### config.mk
export PLATFORM = sky130hd
export DESIGN_NAME = ercm8_div16_flat
export DESIGN_NICKNAME = d
export VERILOG_FILES = /design/src/rtl/ercm8_div16_if.sv /design/src/rtl/ercm8_div16.sv /design/src/flat_wrapper.sv
export SDC_FILE = /design/constraint.sdc
export NUM_CORES = 1
export LEC_CHECK = 0
export BUFFER_PORTS_ARGS = -buffer_cell sky130_fd_sc_hd__buf_2
export CELL_PAD_IN_SITES_DETAIL_PLACEMENT = 1
export CELL_PAD_IN_SITES_GLOBAL_PLACEMENT = 2
export CORE_ASPECT_RATIO = 0.5
export CORE_MARGIN = 2
export CORE_UTILIZATION = 35
export DETAILED_ROUTE_END_ITERATION = 8
export GPL_ROUTABILITY_DRIVEN = 0
export PLACE_DENSITY = 0.9
export SLEW_MARGIN = 20
export SYNTH_ARGS = -nofsm -noshare
export SYNTH_HDL_FRONTEND = slang
export SYNTH_SLANG_ARGS = --single-unit
### constraint.sdc
create_clock -name clk -period 2.5 [get_ports clk]
set_input_delay 0.25 -clock clk [delete_from_list [all_inputs] [get_ports clk]]
set_output_delay 0.25 -clock clk [all_outputs]
set_load 0.05 [all_outputs]
### src/rtl/ercm8_div16_if.sv
// Operand/result handshake bundle for the 16-by-8 restoring divider.
`timescale 1ns/1ps
interface ercm8_div16_if;
    logic        in_valid;
    logic        in_ready;
    logic [15:0] dat_in_p;
    logic [7:0]  dat_in_b;
    logic        out_valid;
    logic        out_ready;
    logic [7:0]  dat_o_q;
    logic [7:0]  dat_o_r;
    logic        err_dz;
    logic        err_ovf;

    modport slave (
        input  in_valid, dat_in_p, dat_in_b, out_ready,
        output in_ready, out_valid, dat_o_q, dat_o_r, err_dz, err_ovf
    );

    modport master (
        output in_valid, dat_in_p, dat_in_b, out_ready,
        input  in_ready, out_valid, dat_o_q, dat_o_r, err_dz, err_ovf
    );
endinterface

### src/rtl/ercm8_div16.sv
// Sequential 16/8 unsigned restoring divider, one quotient bit per cycle,
// with divide-by-zero and quotient-overflow detection at operand capture.
`timescale 1ns/1ps
module ercm8_div16 (
    input  logic             clk,
    input  logic             rst_n,
    ercm8_div16_if.slave     bus
);
    typedef enum logic [1:0] {IDLE, CALC, DONE} state_t;

    state_t      r_state;
    logic [7:0]  r_rem;
    logic [7:0]  r_quo;
    logic [7:0]  r_div;
    logic [2:0]  r_cnt;
    logic        r_in_ready;
    logic        r_out_valid;
    logic [7:0]  r_q_out;
    logic [7:0]  r_r_out;
    logic        r_err_dz;
    logic        r_err_ovf;

    logic [8:0]  w_t;
    logic        w_ge;
    logic [7:0]  w_diff;
    logic [7:0]  w_rem_nxt;
    logic [7:0]  w_quo_nxt;

    // R < B keeps T - B below B, so an 8-bit subtraction is exact
    always_comb begin
        w_t       = {r_rem, r_quo[7]};
        w_ge      = (w_t >= {1'b0, r_div});
        w_diff    = w_t[7:0] - r_div;
        w_rem_nxt = w_t[7:0];
        w_quo_nxt = {r_quo[6:0], 1'b0};
        if (w_ge) begin
            w_rem_nxt = w_diff;
            w_quo_nxt = {r_quo[6:0], 1'b1};
        end
    end

    always_ff @(posedge clk or negedge rst_n) begin
        if (!rst_n) begin
            r_state     <= IDLE;
            r_rem       <= '0;
            r_quo       <= '0;
            r_div       <= '0;
            r_cnt       <= '0;
            r_in_ready  <= 1'b1;
            r_out_valid <= 1'b0;
            r_q_out     <= '0;
            r_r_out     <= '0;
            r_err_dz    <= 1'b0;
            r_err_ovf   <= 1'b0;
        end else begin
            case (r_state)
                IDLE: begin
                    if (bus.in_valid) begin
                        r_in_ready <= 1'b0;
                        if (bus.dat_in_b == '0) begin
                            r_state     <= DONE;
                            r_out_valid <= 1'b1;
                            r_q_out     <= '1;
                            r_r_out     <= bus.dat_in_p[7:0];
                            r_err_dz    <= 1'b1;
                            r_err_ovf   <= 1'b0;
                        end else if (bus.dat_in_p[15:8] >= bus.dat_in_b) begin
                            r_state     <= DONE;
                            r_out_valid <= 1'b1;
                            r_q_out     <= '1;
                            r_r_out     <= '1;
                            r_err_dz    <= 1'b0;
                            r_err_ovf   <= 1'b1;
                        end else begin
                            r_state   <= CALC;
                            r_rem     <= bus.dat_in_p[15:8];
                            r_quo     <= bus.dat_in_p[7:0];
                            r_div     <= bus.dat_in_b;
                            r_cnt     <= '0;
                            r_err_dz  <= 1'b0;
                            r_err_ovf <= 1'b0;
                        end
                    end
                end
                CALC: begin
                    r_rem <= w_rem_nxt;
                    r_quo <= w_quo_nxt;
                    r_cnt <= r_cnt + 3'd1;
                    if (r_cnt == 3'd7) begin
                        r_state     <= DONE;
                        r_out_valid <= 1'b1;
                        r_q_out     <= w_quo_nxt;
                        r_r_out     <= w_rem_nxt;
                    end
                end
                DONE: begin
                    if (bus.out_ready) begin
                        r_state     <= IDLE;
                        r_out_valid <= 1'b0;
                        r_in_ready  <= 1'b1;
                    end
                end
                default: r_state <= IDLE;
            endcase
        end
    end

    assign bus.in_ready  = r_in_ready;
    assign bus.out_valid = r_out_valid;
    assign bus.dat_o_q   = r_q_out;
    assign bus.dat_o_r   = r_r_out;
    assign bus.err_dz    = r_err_dz;
    assign bus.err_ovf   = r_err_ovf;
endmodule

### src/flat_wrapper.sv
// flat-port wrapper written by rule: the top's interface ports become plain ports
module ercm8_div16_flat 
  (clk, rst_n, bus_in_valid, bus_dat_in_p, bus_dat_in_b, bus_out_ready, bus_in_ready, bus_out_valid, bus_dat_o_q, bus_dat_o_r, bus_err_dz, bus_err_ovf);
  ercm8_div16_if bus_i ();
  input  logic clk;
  input  logic rst_n;
  input wire logic [$bits(bus_i.in_valid)-1:0] bus_in_valid;
  input wire logic [$bits(bus_i.dat_in_p)-1:0] bus_dat_in_p;
  input wire logic [$bits(bus_i.dat_in_b)-1:0] bus_dat_in_b;
  input wire logic [$bits(bus_i.out_ready)-1:0] bus_out_ready;
  output wire logic [$bits(bus_i.in_ready)-1:0] bus_in_ready;
  output wire logic [$bits(bus_i.out_valid)-1:0] bus_out_valid;
  output wire logic [$bits(bus_i.dat_o_q)-1:0] bus_dat_o_q;
  output wire logic [$bits(bus_i.dat_o_r)-1:0] bus_dat_o_r;
  output wire logic [$bits(bus_i.err_dz)-1:0] bus_err_dz;
  output wire logic [$bits(bus_i.err_ovf)-1:0] bus_err_ovf;
  assign bus_i.in_valid = bus_in_valid;
  assign bus_i.dat_in_p = bus_dat_in_p;
  assign bus_i.dat_in_b = bus_dat_in_b;
  assign bus_i.out_ready = bus_out_ready;
  assign bus_in_ready = bus_i.in_ready;
  assign bus_out_valid = bus_i.out_valid;
  assign bus_dat_o_q = bus_i.dat_o_q;
  assign bus_dat_o_r = bus_i.dat_o_r;
  assign bus_err_dz = bus_i.err_dz;
  assign bus_err_ovf = bus_i.err_ovf;
  ercm8_div16 u_core (.clk(clk), .rst_n(rst_n), .bus(bus_i));
endmodule
; ---- Yosys cells after proc, flatten, opt, wreduce, memory -nomap -nowiden
; Index checks and enable logic that the tools add are counted.
[totals]
register_bits = 49
latch_bits = 0
ram_bits = 0
rom_bits = 0
inputBits = 28
out_inout_bits = 20
mem_count = 0
[classes]
addsub = 2
multipliers = 0
div_mod_pow = 0
n_lt_le_gt_ge = 2
n_eq_ne = 9
shift = 0
muxes = 41
n_bitwise = 2
reduce_logical = 12
[op_table]
columns = operator, count
row1 = $mux 8, 14
row2 = $pmux 8 s2, 4
row3 = $reduce_and 4->1, 3
row4 = $mux 1, 11
row5 = $mux 2, 5
row6 = $ge 9x8->1, 1
row7 = $mux 3, 3
row8 = $ge 8x8->1, 1
row9 = $logic_not 8->1, 1
row10 = $ne 2x2->1 const B, 4
row11 = $sub 8x8->8, 1
row12 = $pmux 2 s3, 1
row13 = $pmux 3 s2, 1
row14 = $reduce_and 3->1, 2
row15 = $reduce_and 5->1, 1
row16 = $reduce_bool 2->1, 2
row17 = $add 3x1->3 const B, 1
row18 = $eq 3x3->1 const B, 1
row19 = $ne 3x1->1 const B, 1
row20 = $pmux 1 s3, 1
row21 = $reduce_bool 3->1, 1
row22 = $eq 2x1->1 const B, 1
row23 = $eq 2x2->1 const B, 1
row24 = $logic_not 2->1, 1
row25 = other kinds (4), 5

; ---- Logic depth before layout (Yosys ltp)
[logic_depth]
ltp_word = 5
ltp_mapped = 10

; ---- Worst setup path after synthesis
; No wires, ideal clock.
[synth_timing]
path_kind = register to register
startpoint = register u_core.r_rem[5]
endpoint = register u_core.r_q_out[0], in the netlist u_core.bus.dat_o_q[0]
setup_ns = 0.128
t_arrival_ns = 2.139
t_required_ns = 2.372
slack_ns = 0.233
stages_incl_launch_ff = 9
path_cell_list = dfrtp_1 > ha_1 > a21o_1 > a211o_1 > a41oi_2 > and2_1 > buf_6 > nand2_1 > mux2_1
[synth_between]
elab_chain_len = 4
[synth_lines]
columns = element, line_no
row1 = start: declaration, ercm8_div16.sv:12  ; logic [7:0] r_rem;
row2 = start signal: assignment, ercm8_div16.sv:76  ; r_rem <= bus.dat_in_p[15:8];
row3 = start signal: assignment, ercm8_div16.sv:86  ; r_rem <= w_rem_nxt;
row4 = $ge 9x8->1, ercm8_div16.sv:32  ; w_ge = (w_t >= {1'b0, r_div});
row5 = $mux 1, ercm8_div16.sv:36  ; if (w_ge) begin
row6 = $mux 8, ercm8_div16.sv:89  ; if (r_cnt == 3'd7) begin
row7 = $pmux 8 s2, ercm8_div16.sv:56  ; case (r_state)
row8 = end signal: assignment, ercm8_div16.sv:92  ; r_q_out <= w_quo_nxt;
row9 = end: declaration, ercm8_div16.sv:18  ; logic [7:0] r_q_out;
; Every way passes these cells. The select of a mux whose other input is x is not followed.
; A chain may end at the register's enable or synchronous reset.

; ---- Worst setup path after layout
[layout_timing]
startpoint = register u_core.r_rem[5]
endpoint = register u_core.r_rem[0]
[layout_between]
elab_chain_len = 3
[layout_lines]
columns = element, line_no
row1 = $ge 9x8->1, ercm8_div16.sv:32
row2 = $mux 8, ercm8_div16.sv:36
row3 = $pmux 8 s2, ercm8_div16.sv:56
; Every way passes these cells.

==> summary.md <==
| Metric | Value |
|---|---|
| Syn avg cell area | `9.274 um2` |
| Post-synthesis sequential element count | `49` |
| Peak supply drop | `0.4827 mV` |
| Utilization after layout | `0.4399` |
| Drt first-iter violations | `151` |
| Initial antenna violation count | `0` |
| First-pass GRT wire length | `14500 um` |
| HP Class | `primary input to asynchronous set/reset pin` |
| Largest family of logic cells by synthesized area | `compound AO/OA/AOI/OAI gates` |
| Full die area | `9082 um2` |
| Slowest stage delay, CP | `~0.42 ns` |
| Global route total overflow | `0` |
| HPWL after DPL | `roughly 6600 um` |
| Gr usage total | `0.2093` |
| Synth Area in XOR/XNOR | `0.003017` |
| Critical-path cell list | `ha_1 > a21o_1 > a211o_1 > a41oi_2 > buf_4 > a21oi_1 > a211oi_1 > o22ai_1` |
| Top-area cell type share of the netlist area | `0.4138` |
| Pre-CTS WS | `0.05741 ns` |
| Data arrival time of the critical path | `2.59 ns` |
| Slew Limit Headroom | `0.5446` |
| Syn Inst Count | `313` |
| Hold Fails Final Rpt | `0` |
| Mux contribution to synthesized area | `0.02198` |
| Crit share post-route | `0.9750` |
| RSZ-0062 raised after global routing | `yes` |
| # rows | `23` |
| WL/cell | `18.17 um` |
| Critical path endpoint category | `flop` |
| Least-Margin Pin Slew | `0.6831 ns` |
| Die Wd | `between 100 and 150 um` |
| Register area share after synthesis | `0.4228` |
| Crit Path Category | `flop to flop` |
| Pwr Density | `1645 nW/um2` |
| Critical path required time | `2.65 ns` |
| Fin nets | `420` |
| FMAX | `0.4102 GHz` |
| Worst Setup Slack, final | `0.06245 ns` |
| Die height | `68.40 um` |
| Worst path slowest cell | `dfrtp_1` |
| Via count | `2609` |
| Placeable Area | `8029 um2` |
| Unique cell type count in the Yosys netlist | `52` |
| Drt pass-1 iters | `4` |
| Vias in the first global route | `2765` |
| CTS tree | `built` |
| Clk_lat worst skew | `0.29 ns` |
| Synth Area in Simple Gates | `0.1776` |
| Max FO, Critical Path | `6` |
| Mapped Nets | `360` |
| Final Max Slew Viols | `0` |
| Multi-input logic area | `between 1500 and 2000 um2` |
| Startpoint Class | `flop` |
| Adder-Cell Fraction of Synth Area | `0.08448` |
| Post-Syn Area | `2903 um2` |
| Largest net degree at the start of global routing | `28` |
| Max Cap Viol | `0` |
| ANT cells | `0` |
| CTS Hold Bufs | `0` |
| Post-route antenna net violation count | `0` |
| Leak Pwr | `0.001672 uW` |
| EDFF count, synth | `0` |
| Final WL | `8833 um` |
| Ys async rst share | `1.000` |
| Compound-cell area share of the yosys netlist | `0.2332` |
| Tmin final | `2.438 ns` |
| CTS clock-pin slew for the worst setup and hold paths | `0.06 ns` |
| Main synth FF type | `dfrtp_1` |
| Clock H-tree levels | `2` |
| Vias per inst | `around 5.4` |
| Filler instances | `942` |
| Starting Density | `0.3615` |
| Number of I/O port buffers | `47` |
| Clock Tree Buf Depth | `2` |
| Area leader, netlist | `dfrtp_1` |
| Status | `finished clean` |
| Root Buffer | `clkbuf_16` |
| Ratio of cells with drive above 1 in the final layout | `0.2433` |
| P&R area growth vs syn | `21.68%` |
| Synth area leaders | `dfrtp_1 (41%), ha_1 (7.8%), nand2_1 (4.8%)` |
| # DRC | `0` |
| Final setup fails | `0` |
| Ports | `48` |
| # clock sinks | `just under 50` |
| Synthesis warning total | `0` |
| Reg area | `around 1200 um2` |
| Cts bufs inserted | `5` |
| Fin Setup TNS | `0 ns` |
| Clk_skew | `0.007264 ns` |
[cell type report]
type	instances	area share
inverter	21	0.02232
clock inverter	1	0.008502
sequential	49	0.3475
clock buffer	7	0.04038
timing repair buffer	66	0.1105
multi-input combinational	230	0.4311
tap	112	0.03967
[path summary, 6_finish.rpt]
kind	startpoint	to	slack, ns	cells past startpoint
setup / recovery	u_core.r_rem[5]$_DFFE_PN0P_	u_core.r_rem[0]$_DFFE_PN0P_	0.06	8
hold / removal	rst_n	u_core.r_div[5]$_DFFE_PN0P_	0.002	1
setup reg to reg	u_core.r_rem[5]$_DFFE_PN0P_	u_core.r_rem[0]$_DFFE_PN0P_	0.06	8
hold reg to reg	u_core.bus.out_valid$_DFFE_PN0P_	u_core.bus.out_valid$_DFFE_PN0P_	0.49	2
max in group asynchronous	rst_n	u_core.bus.in_ready$_DFFE_PN1P_	1.86	2
min in group clk	bus_dat_in_b[1]	u_core.r_div[1]$_DFFE_PN0P_	0.21	3
[where the power goes]
group / internal (uW) / switching (uW)
clock: 500 / 280
sequential: 1200 / 296
combinational: 1240 / 2290
[Yosys cell counts (2+ instances only)]
cell       count
buf_2          3
or4_1          2
nand3_1       16
a211oi_1       3
o21ai_0       14
a31o_2         2
nor2_1        29
inv_1         21
a2111oi_0      2
or3_1          2
nor4_1         2
mux2_2         2
a211o_1        2
buf_6          4
nor3_1         4
nand2_1       37
o31ai_4        2
a21boi_0       2
a31oi_1       10
nor2b_1        3
and2_1         3
dfrtp_1       48
mux2i_1        3
nand2b_1       4
a21o_1         4
o21bai_1       2
a21oi_1       16
a22o_1         6
o21ai_1       11
o31ai_1        5
nor3_2         2
o2bb2ai_1      4
clkbuf_1       5
ha_1          18
o21a_1         3
[sequential cells by signal, summed over array words and instances, names as in the netlist]
name                  flops
u_core.bus.err_dz         1
u_core.bus.dat_o_q        8
u_core.bus.out_valid      1
u_core.r_cnt              3
u_core.r_state            2
u_core.bus.in_ready       1
u_core.bus.dat_o_r        8
u_core.r_rem              8
u_core.r_div              8
u_core.bus.err_ovf        1
u_core.r_quo              8
[through the flow]
stage / instances / area [um2] / total power [uW] / hold slack [ns]
2_1_floorplan: 313 / 2903 / 3903 / -0.04559
3_5_place_dp: 478 / 3347 / 4901 / 0.3178
3_3_place_gp: 478 / 3347 / 4724 / 0.3058
4_1_cts: 486 / 3520 / 5758 / 0.01040
5_1_grt: 486 / 3532 / 6227 / 0.05356
6_report: 486 / 3532 / 5809 / 0.001816
[logic make-up after synthesis]
kind of cell	count (synthesis)
fa+ha+maj	19
simple gates	109
flops	49
buf+inv	34
xor+xnor	1
mux	6
compound gates	95
[layout by cell type (no fill, tap or decap), types with 5 or more instances in the layout]
master | synthesis | final
buf_2 | 3 | 47
nor2_1 | 29 | 29
o21ai_0 | 14 | 14
dfrtp_1 | 48 | 48
o21ai_1 | 11 | 11
a21oi_1 | 16 | 16
inv_1 | 21 | 21
ha_1 | 18 | 18
nand2_1 | 37 | 37
clkbuf_16 | 0 | 5
a31oi_1 | 10 | 9
nand3_1 | 16 | 16
buf_4 | 1 | 18
a22o_1 | 6 | 6
[routing by layer]
metal	GRT usage	vias to the layer above	wire length [um]
met5	0	-	0
met1	0.2620	1315	4065
met4	0.06183	0	141
met2	0.3776	48	4302
li1	-	1236	-
met3	0.04000	10	323
[repair_timing]
action | in CTS | in global routing
endpoints found under the hold margin | 0 | 0
setup buffers | 0 | 0
gates resized for setup | 0 | 3
endpoints found under the setup margin | 0 | 4
[worst max-delay path: cells and delay by family (launching register included)]
| kind | cells | cell delay, ns |
|---|---|---|
| compound gates | 6 | 1.37 |
| flops | 1 | 0.42 |
| fa+ha+maj | 1 | 0.31 |
| buf+inv | 1 | 0.19 |
Power figures use the tool's default switching activity.
